$ cat src/rtl/riscv_test_monitor.sv
// riscv-tests pass/fail monitor: PC-match or tohost completion, timeout watchdog, PC-stall hang detect.
// Verdict registered one cycle after the triggering edge; pure observer with no backpressure.
module riscv_test_monitor #(
   parameter int              XLEN        = 32,
   parameter int              MODE        = 0,
   parameter logic [XLEN-1:0] PASS_PC     = 'h44,
   parameter logic [XLEN-1:0] TOHOST_ADDR = 'h1000,
   parameter int              TIMEOUT     = 5000,
   parameter int              STALL_LIMIT = 64
) (
   input  logic            clk,
   input  logic            rst,
   input  logic            en,
   input  logic [XLEN-1:0] pc,
   input  logic [XLEN-1:0] gp,
   input  logic            st_valid,
   input  logic [XLEN-1:0] st_addr,
   input  logic [XLEN-1:0] st_data,
   output logic            done,
   output logic            pass,
   output logic            timeout,
   output logic            hang,
   output logic [XLEN-1:0] test_num,
   output logic [31:0]     cycles
);

   typedef enum logic [1:0] {S_IDLE, S_RUN, S_DONE} state_t;

   state_t          state;
   logic [XLEN-1:0] last_pc;
   logic [31:0]     stall_cnt;

   logic [31:0]     cycles_nxt;
   logic            pc_same;
   logic            complete;
   logic [XLEN-1:0] verdict;
   logic            verdict_ok;
   logic            is_hang;
   logic            is_tmo;

   always_comb begin
      cycles_nxt = 32'd1;
      pc_same    = 1'b0;
      if (state != S_IDLE) begin
         cycles_nxt = (cycles == 32'hFFFF_FFFF) ? cycles : cycles + 32'd1;
         pc_same    = (pc == last_pc);
      end
      if (MODE == 0) begin
         complete = (pc == PASS_PC);
         verdict  = gp;
      end else begin
         complete = st_valid && (st_addr == TOHOST_ADDR);
         verdict  = st_data;
      end
      verdict_ok = (verdict == XLEN'(1));
      // The first RUN sample has no previous PC, so it can never count as a stall.
      is_hang    = pc_same && (stall_cnt == 32'(STALL_LIMIT - 1));
      is_tmo     = (cycles_nxt == 32'(TIMEOUT));
   end

   always_ff @(posedge clk or negedge rst) begin
      if (!rst) begin
         state     <= S_IDLE;
         last_pc   <= '0;
         stall_cnt <= '0;
         cycles    <= '0;
         done      <= 1'b0;
         pass      <= 1'b0;
         timeout   <= 1'b0;
         hang      <= 1'b0;
         test_num  <= '0;
      end else begin
         case (state)
            S_IDLE, S_RUN: begin
               if (en) begin
                  state     <= S_RUN;
                  cycles    <= cycles_nxt;
                  last_pc   <= pc;
                  stall_cnt <= pc_same ? stall_cnt + 32'd1 : 32'd0;
                  // Priority: completion, then hang, then timeout.
                  if (complete) begin
                     state    <= S_DONE;
                     done     <= 1'b1;
                     pass     <= verdict_ok;
                     test_num <= verdict_ok ? '0 : (verdict >> 1);
                  end else if (is_hang) begin
                     state <= S_DONE;
                     done  <= 1'b1;
                     hang  <= 1'b1;
                  end else if (is_tmo) begin
                     state   <= S_DONE;
                     done    <= 1'b1;
                     timeout <= 1'b1;
                  end
               end
            end
            S_DONE: state <= S_DONE;
            default: state <= S_IDLE;
         endcase
      end
   end

endmodule

$ cat config.mk
export PLATFORM = sky130hd
export DESIGN_NAME = riscv_test_monitor
export DESIGN_NICKNAME = d
export VERILOG_FILES = /design/src/rtl/riscv_test_monitor.sv
export SDC_FILE = /design/constraint.sdc
export NUM_CORES = 1
export LEC_CHECK = 0
export BUFFER_PORTS_ARGS = -buffer_cell sky130_fd_sc_hd__buf_4
export CAP_MARGIN = 20
export CORE_MARGIN = 8
export CORE_UTILIZATION = 40
export CTS_BUF_LIST = sky130_fd_sc_hd__clkbuf_4
export CTS_CLUSTER_DIAMETER = 200
export DETAILED_ROUTE_END_ITERATION = 12
export GPL_TIMING_DRIVEN = 0
export PLACE_DENSITY = 0.75
export SLEW_MARGIN = 20
export SYNTH_ARGS = -nofsm -noshare
export SYNTH_HDL_FRONTEND = slang
export SYNTH_SLANG_ARGS = --single-unit
$ cat constraint.sdc
create_clock -name clk -period 3.1 [get_ports clk]
set_input_delay 0.31 -clock clk [delete_from_list [all_inputs] [get_ports clk]]
set_output_delay 0.31 -clock clk [all_outputs]
set_load 0.005 [all_outputs]
== After elaboration in Yosys (flattened, before gate mapping) ==
Index checks and enable logic that the tools add are counted.

* Mux-type cells: 13
* Bitwise gates (word level): 2
* Reductions and logical operators: 10
* Equality and inequality tests: 9
* Add/subtract/negate cells: 2

{| class="wikitable"
|+ Operators by type and width
! cell !! count
|-
| $mux 32 || 3
|-
| $add 32x1->32 const B || 2
|-
| $eq 32x1->1 const B || 1
|-
| $eq 32x13->1 const B || 1
|-
| $eq 32x32->1 || 1
|-
| $eq 32x32->1 const B || 1
|-
| $eq 32x6->1 const B || 1
|-
| $eq 32x7->1 const B || 1
|-
| $mux 31 || 1
|-
| $mux 2 || 4
|-
| $reduce_and 3->1 || 2
|-
| $reduce_and 5->1 || 1
|-
| $mux 1 || 4
|-
| $pmux 2 s2 || 1
|-
| $reduce_and 4->1 || 1
|-
| $reduce_bool 3->1 || 1
|-
| $eq 2x1->1 const B || 1
|-
| $eq 2x2->1 const B || 1
|-
| $logic_not 2->1 || 1
|-
| $ne 2x2->1 const B || 1
|-
| $not 1->1 || 2
|-
| $reduce_and 2->1 || 1
|-
| $reduce_bool 2->1 || 1
|-
| $reduce_or 2->1 || 1
|-
| $logic_and 1x1->1 || 1
|}

* Word-level logic and storage cells: 45
* Output and inout port bits: 68
* Input port bits: 132
* Flip-flop bits (word level): 134

== Logic depth before layout (Yosys ltp) ==
* Depth after elaboration: 9
* Gate-level depth with buffers: 11
* Depth with buffers taken out: 9

== Least setup slack after synthesis ==
Ideal clock, no wire load.

* Path kind: flip-flop to flip-flop
* Start point: reg cycles[0]
* End point: reg state[0]
* Slack: -0.023 ns
* Library setup time: 0.144 ns
* Period minus slack after synthesis: 3.123 ns
* Cell stages (with the launch flop): 11
* Path buffers: 1
* Arrival time: 2.979 ns
* Required time: 2.956 ns
* Cell sequence: dfrtp_1 -> ha_1 -> and4_1 -> and4_1 -> clkbuf_1 -> a2111oi_0 -> mux2i_1 -> nand2_1 -> o41a_1 -> nor4b_1 -> o32ai_1

* Word-level cells in the longest chain between the ends: 9
* Elaborated cells on any way between the ends: 10
* Those cells by class: add/sub: 1; eq/ne: 2; mux: 7

{| class="wikitable"
|+ Ends and longest elaborated chain
! element !! line !! source
|-
| start: declaration || 24 || <nowiki>output logic [31:0] cycles</nowiki>
|-
| start signal: assignment || 77 || <nowiki>cycles <= cycles_nxt;</nowiki>
|-
| $add 32x1->32 or $eq 32x32->1 (tied branches) || 45 || <nowiki>cycles_nxt = (cycles == 32'hFFFF_FFFF) ? cycles : cycles + 32'd1;</nowiki>
|-
| $mux 32 (*) || 45 ||
|-
| $mux 32 (*) || 44 || <nowiki>if (state != S_IDLE) begin</nowiki>
|-
| $eq 32x13->1 (*) || 58 || <nowiki>is_tmo = (cycles_nxt == 32'(TIMEOUT));</nowiki>
|-
| $mux 2 (*) || 90 || <nowiki>end else if (is_tmo) begin</nowiki>
|-
| $mux 2 (*) || 86 || <nowiki>end else if (is_hang) begin</nowiki>
|-
| $mux 2 (*) || 81 || <nowiki>if (complete) begin</nowiki>
|-
| $mux 2 (*) || 75 || <nowiki>if (en) begin</nowiki>
|-
| $pmux 2 s2 (*) || 73 || <nowiki>case (state)</nowiki>
|-
| end signal: assignment || 76 || <nowiki>state <= S_RUN;</nowiki>
|-
| end signal: assignment || 82 || <nowiki>state <= S_DONE;</nowiki>
|-
| end signal: assignment || 87 || <nowiki>state <= S_DONE;</nowiki>
|-
| end: declaration || 29 || <nowiki>state_t state;</nowiki>
|}

Every way passes the cells marked *; elsewhere a longest branch is shown, timed or not. The select of a mux whose other input is x is not followed.
A chain may end at the register's enable or synchronous reset.

== Worst setup path after layout ==
* Start point: reg cycles[10]
* End point: reg state[1]

The elaborated chain is that of the path after synthesis.

==> results.py <==
metrics = {
    "run_status": {
        "outcome": "finished, violations left",
        "violations": "setup timing",
    },
    "clock_network": {
        "cts_tree": "built",
        "root_buffer": "clkbuf_4",
        "clock-sinks": 133,
        "clk-insertion-delay-late_ns": 0.55,
        "h-tree-depth": 4,
        "clk_pin_slew_ns": 0.15,
        "clockBufferDepth": 2,
        "numCtsBuffers": 17,
    },
    "yosys": {
        "syn_inst": 822,
        "synthArstFlopShare_pct": 100,
        "synth-seq-area-share_pct": 45.8,
        "ys_top_cells_by_count": "nand2_1 (174), dfrtp_1 (133), nor2_1 (58)",
        "yosysWarnings": 0,
        "ys.flop_type": "dfrtp_1",
        "syn-num-nets": 956,
        "yosysMostFrequentCell": "nand2_1",
        "synth_edf_count": 0,
        "yosysTopAreaCell": "dfrtp_1",
        "synth_cell_types": 56,
        "synth_area_per_cell_sq_um": 8.83,
        "synth.ff_latch_count": 133,
        "synth_top_cell_area_share_pct": 45.8,
        "ys_top_cells_by_area": "dfrtp_1 (46%), nand2_1 (9.0%), xnor2_1 (5.7%)",
        "netlist_area_sq_um": 7260,
    },
    "die": {
        "core_sq_um": 17900,
        "fp.dieW_um": 151,
        "die-area_sq_um": 22700,
        "start_util_pct": 40.6,
        "pin_count": 200,
        "std_cell_rows": 49,
        "die_y_um": 151,
    },
    "placement": {
        "postPlaceCellArea_sq_um": 8580,
        "dp_cells": 1185,
        "io_buffers": 133,
        "dp_hpwl_um": 15600,
        "routabilityCongestion": 0.939,
    },
    "detailed_routing": {
        "routed_via_density": 5.62,
        "num_vias": 7333,
        "drc": 0,
        "drt.antenna.violating_nets": 0,
        "wire_per_inst_um": 17.7,
        "drt_iter0_markers": 511,
        "drtPass1Iterations": 6,
        "drt_wl_total_um": 23100,
    },
    "timing": {
        "setup_violations": 2,
        "rsz0062_at_grt": "true",
        "clock.fmax_mhz": 321,
        "fin_skew_ns": 0.0231,
        "final_max_slew_viol_count": 0,
        "fin_crit_ns": 3.12,
        "relSlewSlack_pct": 52.5,
        "worst-slew-pin-transition_ns": 0.713,
        "layout_setup_ws_ns": -0.0192,
        "timing.final.crit_share_pct": 101,
        "hold_viol": 0,
    },
    "hold_path": {
        "min_path_type": "input pin to asynchronous set/reset pin",
    },
    "worst_setup_path": {
        "end_kind": "register",
        "ff2ff_path_depth": 8,
        "cp.required_ns": 3.58,
        "cp_max_fo": 6,
        "path_common_cell": "or4_4",
        "r2r_slack_ns": -0.02,
        "crit_chain": "nand3_2 > or4_4 > a2111o_1 > xor2_2 > nand3_1 > or4_4 > or4_4 > nand2_1",
        "cpPeakStageDelay_ns": 0.58,
        "worst_setup_path_start_kind": "register",
        "crit_type": "register to register",
        "critPathArrivalTime_ns": 3.60,
        "r2r-end": "state[1]",
        "r2r_start": "cycles[10]",
        "startpoint": "cycles[10]",
        "cp_slowest_cell": "or4_4",
    },
    "cells_and_area": {
        "fin_nets": 1197,
        "drive_gt1_share_pct": 22.8,
        "insertedDiodeCount": 0,
        "fin_area_sq_um": 9890,
        "areaGrowthSynthToFinish_pct": 36.1,
        "stdcell_count": 1305,
        "multi_input_area_sq_um": 3820,
        "seq_area_sq_um": 3340,
        "n_fill_cell": 1557,
    },
    "flow_run": {
        "cap_violations": 0,
    },
    "power_and_ir_drop": {
        "p_leak_nw": 4.50,
        "power_density_nw_per_um2": 368,
        "ir_drop_v": 0.000227,
    },
    "global_route": {
        "grt_pass1_vias": 7181,
        "antenna_found_initial": 0,
        "grt_usage_pct": 19.9,
        "grt_pass1_wl_um": 36300,
        "grt_start_max_net_pins": 70,
        "globalRouteOverflowTotal": 0,
    },
}
final cells by class:
cell class / instances / area share (%)
multi-input cells: 629 / 38.6
clock buffers: 17 / 1.29
inverters: 7 / 0.266
repair buffers: 227 / 19.2
flip-flops and latches: 133 / 33.8
plain buffers: 48 / 2.38
well taps: 229 / 2.90
clock inverters: 15 / 1.62
repair_timing:
item | 4_1_cts | 5_1_grt
gates resized for setup | 21 | 28
hold buffers | 65 | 0
cloned | 0 | 0
endpoints found under the setup margin | 4 | 4
pin swaps | 3 | 10
endpoints found under the hold margin | 128 | 0
buffers inserted | 7 | 21
cell families (layout without fill, tap and decap cells):
| kind of cell | Yosys count | count (layout) | synth area share, % |
|---|---|---|---|
| buf+inv | 60 | 314 | 3.43 |
| compound gates | 147 | 147 | 14.1 |
| other cells | 1 | 1 | 0.0516 |
| flops | 133 | 133 | 45.8 |
| mux | 5 | 5 | 0.706 |
| fa+ha+maj | 2 | 2 | 0.345 |
| xor+xnor | 70 | 70 | 8.44 |
| simple gates | 404 | 404 | 27.1 |
worst max-delay path by stage:
stage	endpoint	depth (start not counted)
finish	state[1]	8
global route	state[1]	8
CTS	done	9
detailed placement	state[0]	10
global placement	state[0]	10
floorplan	state[0]	10
critical path: cells and delay by family, from the launching register on:
family | cells | cell delay, ns
XOR/XNOR | 1 | 0.20
AND/OR/NAND/NOR | 6 | 1.85
flip-flops | 1 | 0.52
AO/OA/AOI/OAI | 1 | 0.49
report_power, final:
| group | internal [W] | leakage [nW] | switching (W) |
|---|---|---|---|
| clock network | 0.000436 | 0.152 | 0.000771 |
| registers | 0.00179 | 1.77 | 0.0000602 |
| logic | 0.000275 | 2.58 | 0.000297 |
stage by stage:
stage	total power, W	utilization (%)	hold WS [ns]	TNS [ns]	setup WS (ns)
final	0.00363	55.2	0.256	-0.0355	-0.0192
after global routing	0.00379	55.2	0.265	-0.369	-0.149
after CTS	0.00362	53.8	0.243	0	0.00514
after detailed placement	0.00234	47.9	0.282	-2.11	-0.617
after global placement	0.00232	47.7	0.477	-1.99	-0.579
after floorplan	0.00209	-	0.0144	0	0.0622
routing by layer:
layer,up-vias,wire length [um],track usage (%)
met3,68,2030,6.13
met4,0,554,6.63
li1,3424,-,-
met2,334,10600,31.4
met5,-,0,0
met1,3507,9870,25.3
registers in the layout, indices dropped and copies added (netlist names):
| name | cells |
|---|---|
| last_pc | 32 |
| cycles | 32 |
| test_num | 31 |
| timeout | 1 |
| state | 2 |
| hang | 1 |
| pass | 1 |
| done | 1 |
| stall_cnt | 32 |
cell usage in the layout (no fill, tap or decap), types with 31 or more instances in the layout:
master | netlist | routed
nand2_1 | 174 | 174
buf_4 | 2 | 162
dfrtp_1 | 133 | 126
dlygate4sd3_1 | 0 | 65
nor2_1 | 58 | 58
xnor2_1 | 47 | 47
o21ai_0 | 38 | 38
nand4_1 | 37 | 37
a22o_1 | 35 | 35
clkbuf_1 | 36 | 31
Power figures use the tool's default switching activity.
